$ cat config.mk
export PLATFORM = sky130hd
export DESIGN_NAME = mash_cfg_ctrl_flat
export DESIGN_NICKNAME = d
export VERILOG_FILES = /design/src/rtl/mash_cfg_ctrl_if.sv /design/src/rtl/mash_cfg_ctrl.sv /design/src/flat_wrapper.sv
export SDC_FILE = /design/constraint.sdc
export NUM_CORES = 1
export LEC_CHECK = 0
export BUFFER_PORTS_ARGS = -buffer_cell sky130_fd_sc_hd__buf_2
export CAP_MARGIN = 40
export CORE_ASPECT_RATIO = 2
export CORE_UTILIZATION = 53
export DETAILED_ROUTE_END_ITERATION = 16
export GPL_TIMING_DRIVEN = 0
export PLACE_DENSITY = 0.79
export SYNTH_ARGS = -nofsm -noshare
export SYNTH_HDL_FRONTEND = slang
export SYNTH_SLANG_ARGS = --single-unit
$ cat constraint.sdc
create_clock -name i_clk -period 2.1 [get_ports i_clk]
set_input_delay 0.105 -clock i_clk [delete_from_list [all_inputs] [get_ports i_clk]]
set_output_delay 0.105 -clock i_clk [all_outputs]
set_load 0.01 [all_outputs]
$ cat src/rtl/mash_cfg_ctrl_if.sv
// Configuration request bus for mash_cfg_ctrl.
//
// Carries one complete modulator configuration plus a valid/ready handshake.
// A word transfers on the clock edge where cfg_valid and cfg_ready are both
// high.
//
//   cfg_valid     master -> slave  request present
//   cfg_ready     slave  -> master request can be taken this cycle
//   cfg_level1..3 master -> slave  requested level words (P_DATA_WIDTH each)
//   cfg_sum_sel   master -> slave  requested sum select (8)
//   cfg_cout_sel  master -> slave  requested carry-out select (9)
//   cfg_seed      master -> slave  requested seed (12)
//   cfg_reseed    master -> slave  apply with a modulator flush
interface mash_cfg_ctrl_if #(
    parameter int P_DATA_WIDTH = 8
);
    logic                    cfg_valid;
    logic                    cfg_ready;
    logic [P_DATA_WIDTH-1:0] cfg_level1;
    logic [P_DATA_WIDTH-1:0] cfg_level2;
    logic [P_DATA_WIDTH-1:0] cfg_level3;
    logic [7:0]              cfg_sum_sel;
    logic [8:0]              cfg_cout_sel;
    logic [11:0]             cfg_seed;
    logic                    cfg_reseed;

    modport master (
        output cfg_valid, cfg_level1, cfg_level2, cfg_level3,
               cfg_sum_sel, cfg_cout_sel, cfg_seed, cfg_reseed,
        input  cfg_ready
    );

    modport slave (
        input  cfg_valid, cfg_level1, cfg_level2, cfg_level3,
               cfg_sum_sel, cfg_cout_sel, cfg_seed, cfg_reseed,
        output cfg_ready
    );
endinterface

$ cat src/rtl/mash_cfg_ctrl.sv
// Configuration sequencer for the three-stage MASH delta-sigma modulator.
//
// A request is captured into a shadow register, then copied to the active
// registers at the next frame boundary so level words never change inside a
// frame. A reseed request additionally holds the modulator in reset for
// P_FLUSH_CYCLES cycles so the new seed starts from a clean state. While the
// modulator is disabled every cycle counts as a boundary.
//
// Parameters:
//   P_DATA_WIDTH     width of each level word
//   P_UPDATE_PERIOD  frame length in enabled cycles (>= 2)
//   P_FLUSH_CYCLES   modulator reset length on a reseed apply (>= 1)
//
// Ports:
//   i_clk, i_rst_n   clock, asynchronous active-low reset
//   i_enable         modulator run enable; frame counter advances only when high
//   cfg              configuration request bus (slave side)
//   o_level1..3      active level words
//   o_sum_sel        active sum select
//   o_cout_sel       active carry-out select
//   o_seed           active seed
//   o_mash_rst_n     registered active-low reset to the modulator
//   o_update_pulse   one-cycle pulse after the active registers change
//   o_busy           a request is pending or a flush is running
module mash_cfg_ctrl #(
    parameter int P_DATA_WIDTH    = 8,
    parameter int P_UPDATE_PERIOD = 16,
    parameter int P_FLUSH_CYCLES  = 4
) (
    input  logic                    i_clk,
    input  logic                    i_rst_n,
    input  logic                    i_enable,
    mash_cfg_ctrl_if.slave          cfg,
    output logic [P_DATA_WIDTH-1:0] o_level1,
    output logic [P_DATA_WIDTH-1:0] o_level2,
    output logic [P_DATA_WIDTH-1:0] o_level3,
    output logic [7:0]              o_sum_sel,
    output logic [8:0]              o_cout_sel,
    output logic [11:0]             o_seed,
    output logic                    o_mash_rst_n,
    output logic                    o_update_pulse,
    output logic                    o_busy
);

    localparam int FC_W = $clog2(P_UPDATE_PERIOD);
    localparam logic [FC_W-1:0] FC_LAST = FC_W'(P_UPDATE_PERIOD - 1);
    localparam int FL_W = (P_FLUSH_CYCLES > 1) ? $clog2(P_FLUSH_CYCLES) : 1;
    localparam logic [FL_W-1:0] FL_LOAD = FL_W'(P_FLUSH_CYCLES - 1);

    typedef enum logic [1:0] {
        IDLE,
        PEND,
        FLUSH
    } state_t;

    typedef struct packed {
        logic [P_DATA_WIDTH-1:0] level1;
        logic [P_DATA_WIDTH-1:0] level2;
        logic [P_DATA_WIDTH-1:0] level3;
        logic [7:0]              sum_sel;
        logic [8:0]              cout_sel;
        logic [11:0]             seed;
        logic                    reseed;
    } cfg_t;

    state_t          state;
    logic [FC_W-1:0] fc;
    logic [FL_W-1:0] flush_cnt;
    cfg_t            shadow;
    cfg_t            active;
    cfg_t            cfg_in;

    logic accept;
    logic boundary;
    logic apply;
    logic flush_done;
    logic next_in_flush;

    assign cfg_in = '{
        level1:   cfg.cfg_level1,
        level2:   cfg.cfg_level2,
        level3:   cfg.cfg_level3,
        sum_sel:  cfg.cfg_sum_sel,
        cout_sel: cfg.cfg_cout_sel,
        seed:     cfg.cfg_seed,
        reseed:   cfg.cfg_reseed
    };

    // Ready only in IDLE, so an accept can never coincide with an apply.
    assign cfg.cfg_ready = (state == IDLE);
    assign o_busy        = (state != IDLE);

    assign accept     = cfg.cfg_valid & (state == IDLE);
    // A stopped modulator has no frame to protect, so it is always at a boundary.
    assign boundary   = ~i_enable | (fc == FC_LAST);
    assign apply      = (state == PEND) & boundary;
    assign flush_done = (state == FLUSH) & (flush_cnt == '0);
    // True when the state after this edge is FLUSH; drives the modulator reset.
    assign next_in_flush = (apply & shadow.reseed) | ((state == FLUSH) & ~flush_done);

    assign o_level1   = active.level1;
    assign o_level2   = active.level2;
    assign o_level3   = active.level3;
    assign o_sum_sel  = active.sum_sel;
    assign o_cout_sel = active.cout_sel;
    assign o_seed     = active.seed;

    // NOTE: the configuration registers are ordinary flops, not a RAM, so they
    // all take the reset; this is also what discards a pending shadow word.
    always_ff @(posedge i_clk or negedge i_rst_n) begin
        if (!i_rst_n) begin
            state          <= IDLE;
            fc             <= '0;
            flush_cnt      <= '0;
            shadow         <= '0;
            active         <= '0;
            o_mash_rst_n   <= 1'b0;
            o_update_pulse <= 1'b0;
        end else begin
            // NOTE: non-blocking assignments everywhere here, so every term
            // below sees the pre-edge values of state, fc and shadow.
            o_mash_rst_n   <= i_enable & ~next_in_flush;
            o_update_pulse <= (apply & ~shadow.reseed) | flush_done;

            if (state == FLUSH) begin
                fc <= '0;
            end else if (i_enable) begin
                fc <= (fc == FC_LAST) ? '0 : fc + 1'b1;
            end

            case (state)
                IDLE: begin
                    if (accept) begin
                        shadow <= cfg_in;
                        state  <= PEND;
                    end
                end
                PEND: begin
                    if (boundary) begin
                        active <= shadow;
                        if (shadow.reseed) begin
                            flush_cnt <= FL_LOAD;
                            state     <= FLUSH;
                        end else begin
                            state <= IDLE;
                        end
                    end
                end
                FLUSH: begin
                    if (flush_cnt == '0) begin
                        state <= IDLE;
                    end else begin
                        flush_cnt <= flush_cnt - 1'b1;
                    end
                end
                default: state <= IDLE;
            endcase
        end
    end

endmodule
$ cat src/flat_wrapper.sv
// flat-port wrapper written by rule: the top's interface ports become plain ports
module mash_cfg_ctrl_flat 
#(
    parameter int P_DATA_WIDTH    = 8,
    parameter int P_UPDATE_PERIOD = 16,
    parameter int P_FLUSH_CYCLES  = 4
)
  (i_clk, i_rst_n, i_enable, o_level1, o_level2, o_level3, o_sum_sel, o_cout_sel, o_seed, o_mash_rst_n, o_update_pulse, o_busy, cfg_cfg_valid, cfg_cfg_level1, cfg_cfg_level2, cfg_cfg_level3, cfg_cfg_sum_sel, cfg_cfg_cout_sel, cfg_cfg_seed, cfg_cfg_reseed, cfg_cfg_ready);
  mash_cfg_ctrl_if #(.P_DATA_WIDTH(P_DATA_WIDTH)) cfg_i ();
  input  logic i_clk;
  input  logic i_rst_n;
  input  logic i_enable;
  output logic [P_DATA_WIDTH-1:0] o_level1;
  output logic [P_DATA_WIDTH-1:0] o_level2;
  output logic [P_DATA_WIDTH-1:0] o_level3;
  output logic [7:0] o_sum_sel;
  output logic [8:0] o_cout_sel;
  output logic [11:0] o_seed;
  output logic o_mash_rst_n;
  output logic o_update_pulse;
  output logic o_busy;
  input wire logic [$bits(cfg_i.cfg_valid)-1:0] cfg_cfg_valid;
  input wire logic [$bits(cfg_i.cfg_level1)-1:0] cfg_cfg_level1;
  input wire logic [$bits(cfg_i.cfg_level2)-1:0] cfg_cfg_level2;
  input wire logic [$bits(cfg_i.cfg_level3)-1:0] cfg_cfg_level3;
  input wire logic [$bits(cfg_i.cfg_sum_sel)-1:0] cfg_cfg_sum_sel;
  input wire logic [$bits(cfg_i.cfg_cout_sel)-1:0] cfg_cfg_cout_sel;
  input wire logic [$bits(cfg_i.cfg_seed)-1:0] cfg_cfg_seed;
  input wire logic [$bits(cfg_i.cfg_reseed)-1:0] cfg_cfg_reseed;
  output wire logic [$bits(cfg_i.cfg_ready)-1:0] cfg_cfg_ready;
  assign cfg_i.cfg_valid = cfg_cfg_valid;
  assign cfg_i.cfg_level1 = cfg_cfg_level1;
  assign cfg_i.cfg_level2 = cfg_cfg_level2;
  assign cfg_i.cfg_level3 = cfg_cfg_level3;
  assign cfg_i.cfg_sum_sel = cfg_cfg_sum_sel;
  assign cfg_i.cfg_cout_sel = cfg_cfg_cout_sel;
  assign cfg_i.cfg_seed = cfg_cfg_seed;
  assign cfg_i.cfg_reseed = cfg_cfg_reseed;
  assign cfg_cfg_ready = cfg_i.cfg_ready;
  mash_cfg_ctrl #(.P_DATA_WIDTH(P_DATA_WIDTH), .P_UPDATE_PERIOD(P_UPDATE_PERIOD), .P_FLUSH_CYCLES(P_FLUSH_CYCLES)) u_core (.i_clk(i_clk), .i_rst_n(i_rst_n), .i_enable(i_enable), .cfg(cfg_i), .o_level1(o_level1), .o_level2(o_level2), .o_level3(o_level3), .o_sum_sel(o_sum_sel), .o_cout_sel(o_cout_sel), .o_seed(o_seed), .o_mash_rst_n(o_mash_rst_n), .o_update_pulse(o_update_pulse), .o_busy(o_busy));
endmodule
== Word level (Yosys, flattened, before mapping) ==
Index checks and enable logic that the tools add are counted.

* Flip-flop bits (word level): 117
* Latch bits: 0
* Bits in writable memories: 0
* Bits in read-only memories: 0
* Input bits: 58
* Output and inout port bits: 57
* Word-level logic and storage cells: 63
* Memories kept: 0

* $add $sub $neg: 2
* Multiply operators: 0
* Div/mod/pow operators: 0
* Magnitude comparators: 0
* Equality and inequality tests: 8
* Shift operators: 0
* Multiplexer cells: 12
* Bitwise logic cells: 14
* Reduce and logical (&&, ||, !) cells: 9

{| class="wikitable"
|+ Operator list
! cell !! number
|-
| 2-to-1 mux 2 bit || 7
|-
| 2-to-1 mux 4 bit || 3
|-
| inequality test 2 x 1 -> 1 bit (second input constant) || 4
|-
| bitwise AND 1 bit || 7
|-
| case mux 2 bit (3 select lines) || 1
|-
| nonzero test 2 bit || 3
|-
| adder 4 x 1 -> 4 bit (second input constant) || 1
|-
| equality test 4 bit (second input constant) || 1
|-
| logical NOT 2 bit || 2
|-
| inverter 1 bit || 4
|-
| case mux 2 bit (2 select lines) || 1
|-
| AND reduction 2 bit || 2
|-
| AND reduction 4 bit || 1
|-
| bitwise OR 1 bit || 3
|-
| AND reduction 3 bit || 1
|-
| equality test 2 x 1 -> 1 bit (second input constant) || 1
|-
| equality test 2 bit (second input constant) || 1
|-
| inequality test 2 bit (second input constant) || 1
|-
| subtractor 2 x 1 -> 2 bit (second input constant) || 1
|}

== Logic depth before layout (Yosys ltp) ==
* Depth in word-level cells: 7
* Gate-level depth with buffers: 6
* Depth with buffers taken out: 5

== Least setup slack after synthesis ==
Ideal clock, no wire load.

* Path kind: register to register
* Start: register u_core.fc[0]
* End: register u_core.active, in the netlist u_core.o_cout_sel[0]
* Library setup time: 0.125 ns
* Arrival: 1.551 ns
* Data required time: 1.975 ns
* Slack: 0.423 ns
* Stages on the path, launching flop included: 7
* Path buffers: 2
* Period minus slack after synthesis: 1.677 ns
* Cell sequence: dfrtp_1 ha_1 and3_4 o21a_1 buf_6 buf_12 mux2_4

* Word-level cells in the longest chain between the ends: 3

{| class="wikitable"
|+ Ends and longest elaborated chain
! element !! line !! source
|-
| from (decl) || mash_cfg_ctrl.sv:67 || <nowiki>logic [FC_W-1:0] fc;</nowiki>
|-
| from (signal assigned) || mash_cfg_ctrl.sv:128 || <nowiki>fc <= (fc == FC_LAST) ? '0 : fc + 1'b1;</nowiki>
|-
| equality test 4 bit || mash_cfg_ctrl.sv:95 || <nowiki>assign boundary = ~i_enable | (fc == FC_LAST);</nowiki>
|-
| bitwise OR 1 bit || mash_cfg_ctrl.sv:95 ||
|-
| AND reduction 2 bit (no line) || -- ||
|-
| to (signal assigned) || mash_cfg_ctrl.sv:140 || <nowiki>active <= shadow;</nowiki>
|-
| to (decl) || mash_cfg_ctrl.sv:70 || <nowiki>cfg_t active;</nowiki>
|}

No other way between the ends.
A chain may end at the register's enable or synchronous reset.

== Worst setup path in the final report ==
* Start: register u_core.fc[0]
* End: register u_core.active, in the netlist u_core.o_cout_sel[5]

The elaborated chain is that of the path after synthesis.

==> flow_summary.yaml <==
run_status:
  status: "complete, no violations"
synth:
  synth-seq-cells: 117
  synthMuxAreaShare: 0.2974
  syn_inst: 275
  ys_seq_area_frac: 0.6209
  synth.avg_cell_area_um2: 17.15
  synth_top_area_share: 0.6209
  ys_top_cells_by_area: "dfrtp_1, mux2_4, mux2_2"
  synth_compound_area_frac: 0.01512
  synthDistinctLibCells: 30
  syn-cell-area_um2: 4716
  synth_top_family_by_area: "multiplexers"
  synth_fp_nets: 335
  synth-xor-area-share: 0.001857
  ys.warnings.count: 0
  yosysTopAreaCell: "dfrtp_1"
  synthSimpleGateAreaFrac: 0.02308
  synth_fa_ha_area_frac: 0.005306
setup_path:
  r2r_cells: 6
  worstReg2RegEnd: "u_core.o_cout_sel[5]"
  cp-endpoint: "u_core.o_cout_sel[5]"
  crit_path_max_incr_delay_ps: 430
  required_ps: 2380
  crit_fanout: 10
  cp-end-kind: "flip-flop"
  regToRegStartpoint: "u_core.fc[0]"
  path_delay_family: "flip-flops"
  crit_type: "flip-flop to flip-flop"
  crit_chain: "ha_1 -> and3_4 -> o21a_1 -> buf_6 -> buf_12 -> mux2_4"
  ff2ff_setup_slack_ps: 310
  path_buf_inv: 2
  worstPathArrival_ps: 2070
  start_kind: "flip-flop"
  crit_slowest_cell: "dfrtp_1"
  crit_start: "u_core.fc[0]"
  worstSetupPathDepth: 6
floorplan:
  initial_core_util: 0.5453
  rows: 48
  dieWidth_um: 68.70
  dieArea_um2: 9302
  coreArea_um2: 8648
  die_h_um: 135.4
  io_pins: 115
clock_network:
  cts_tree: "yes"
  cts_buffers: 17
  path_clk_slew_ps: 50
  clock_sinks: 117
  cts_buffer_depth: 2
  post_cts_buffers: 0
  clockRootBuffer: "clkbuf_16"
  h-tree-depth: 4
  hold_buffers: 55
  post_cts.resized_instances: 0
  clock_latency_ps: 400
route:
  ant_nets: 0
  drt-total-wl_um: 9955
  drtIter0Drc: 86
  vias_per_cell: 5.109
  wire_per_inst_um: 17.25
  first_pass_iters: 4
  drc: 0
  vias: 2948
power_and_ir_drop:
  power_density_nw_per_um2: 1606
  vdd_drop_max_v: 0.0009582
  netSwitchingFraction: 0.2820
  pwr-share-comb: 0.332
  p_leak_nw: 3.162
  pwr-share-clk: 0.286
  seqPwrFrac: 0.382
  p_switching_mw: 3.003
  total_power_mw: 10.65
  p_int_mw: 7.649
layout:
  drive_gt1_frac: 0.5597
  syn_to_final_growth_pct: 40.65
  fin_util: 0.7669
  diodes: 0
  nets: 524
timing:
  finalSetupTns_ps: 0
  fin_ws_ps: 305.9
  finalHoldViolations: 0
  max-slew-margin-rel: 0.4747
  fin_skew_ps: 9.294
  setup_viol: 0
  fmax_mhz: 557.4
  tightest_slew_ps: 787.9
  fin_crit_sh: 0.8543
  fin_crit_ps: 1794
  grt_setup_unrepaired: "false"
  hold_ws_ps: 63.41
  finalMaxSlewViolations: 0
placement:
  dp_slack_ps: 326.3
  gp_congestion: 0.7388
  io_buffer_count: 114
  hpwl_um: 6196
global_route:
  grt_max_degree: 62
  grt_pass1_vias: 3267
  antenna_found_initial: 0
  grt_overflow: 0
  grt.total_usage: 0.2397
  grt_first_pass_wirelength_um: 15880
hold_path:
  min_path_type: "primary input to flip-flop"
run:
  maxCapViolCount: 0
-- worst register-to-register path, delay by kind of cell, from the launching register on --
kind / cells / cell delay, ps
flops: 1 / 430
buf+inv: 2 / 330
mux: 1 / 300
fa+ha+maj: 1 / 250
simple gates: 1 / 200
compound gates: 1 / 170
-- power groups by stage --
stage | logic, mW | registers, mW | clock network (mW)
finish | 3.53 | 4.07 | 3.05
floorplan | 2.19 | 4.19 | 0
detailed placement | 3.46 | 4.07 | 0
CTS | 3.57 | 4.06 | 3.11
global placement | 3.33 | 3.98 | 0
global route | 3.79 | 4.21 | 3.20
-- layout by cell type, fill, tap and decap left out, types with 5 or more instances in the layout --
cell           instances
buf_4                  7
mux2_2                57
buf_12                 5
clkbuf_8               7
mux2_4                50
dlygate4sd3_1         55
dfrtp_1              117
buf_2                113
nor2_1                 8
clkbuf_16             17
-- through the flow --
| step | cell area (um^2) | std cells |
|---|---|---|
| floorplan | 4716 | 275 |
| global route | 6633 | 577 |
| finish | 6633 | 577 |
| global placement | 5411 | 489 |
| CTS | 6633 | 577 |
| detailed placement | 5441 | 490 |
-- synth_stat cells --
cell       number
dfrtp_1       117
mux2_2         57
mux2_4         50
nor2_1          8
buf_4           6
buf_12          5
inv_1           3
nand2_1         3
a21oi_1         2
and2_1          2
ha_1            2
nand2b_1        2
a21o_1          1
a22oi_1         1
a311oi_1        1
a41oi_1         1
and2b_1         1
and3_4          1
buf_6           1
inv_2           1
mux2i_1         1
nand3_1         1
nor2b_1         1
nor3_1          1
nor3b_1         1
o211ai_1        1
o21a_1          1
o21ai_0         1
o2bb2ai_1       1
xor2_1          1
-- flip-flops by register name, summed over array words and instances (netlist names) --
| name | count |
|---|---|
| u_core.o_level3 | 8 |
| u_core.flush_cnt | 2 |
| u_core.o_level1 | 8 |
| u_core.o_seed | 12 |
| u_core.state | 2 |
| u_core.o_mash_rst_n | 1 |
| u_core.o_update_pulse | 1 |
| u_core.shadow | 54 |
| u_core.fc | 4 |
| u_core.o_sum_sel | 8 |
| u_core.o_level2 | 8 |
| u_core.o_cout_sel | 9 |
-- final cells by class --
| type | instances | area (um^2) |
|---|---|---|
| plain buffers | 12 | 156.4 |
| multi-input cells | 142 | 1617 |
| inverters | 4 | 15.01 |
| fillers | 520 | 2016 |
| repair buffers | 170 | 1151 |
| flip-flops and latches | 117 | 2928 |
| clock buffers | 25 | 525.5 |
| well taps | 100 | 125.1 |
| clock inverters | 7 | 115.1 |
-- metal layers --
metal	track usage	vias to the layer above	wire (um)
met2	0.3976	79	5604
met3	0.07239	13	341
met5	0	-	0
met1	0.2721	1511	3822
met4	0.1156	0	185
li1	-	1345	-
-- cell families (layout without fill, tap and decap cells) --
group / Yosys count / count (layout)
flops: 117 / 117
mux: 108 / 108
simple gates: 21 / 21
buf+inv: 16 / 218
compound gates: 10 / 10
fa+ha+maj: 2 / 2
xor+xnor: 1 / 1
-- worst min-delay path by stage --
| stage | start | to | slack, ps | cells past startpoint |
|---|---|---|---|---|
| 6_report | i_enable | u_core.o_mash_rst_n | 60 | 3 |
| 5_1_grt | i_enable | u_core.fc[1] | 60 | 3 |
| 2_1_floorplan | i_rst_n | u_core.fc[0] | -190 | 0 |
| 3_3_place_gp | cfg_cfg_seed[6] | u_core.shadow[7] | 340 | 2 |
| 3_5_place_dp | i_rst_n | u_core.shadow[12] | 240 | 1 |
| 4_1_cts | i_enable | u_core.o_mash_rst_n | 40 | 3 |
No activity file was read; power rests on OpenSTA's default activity.
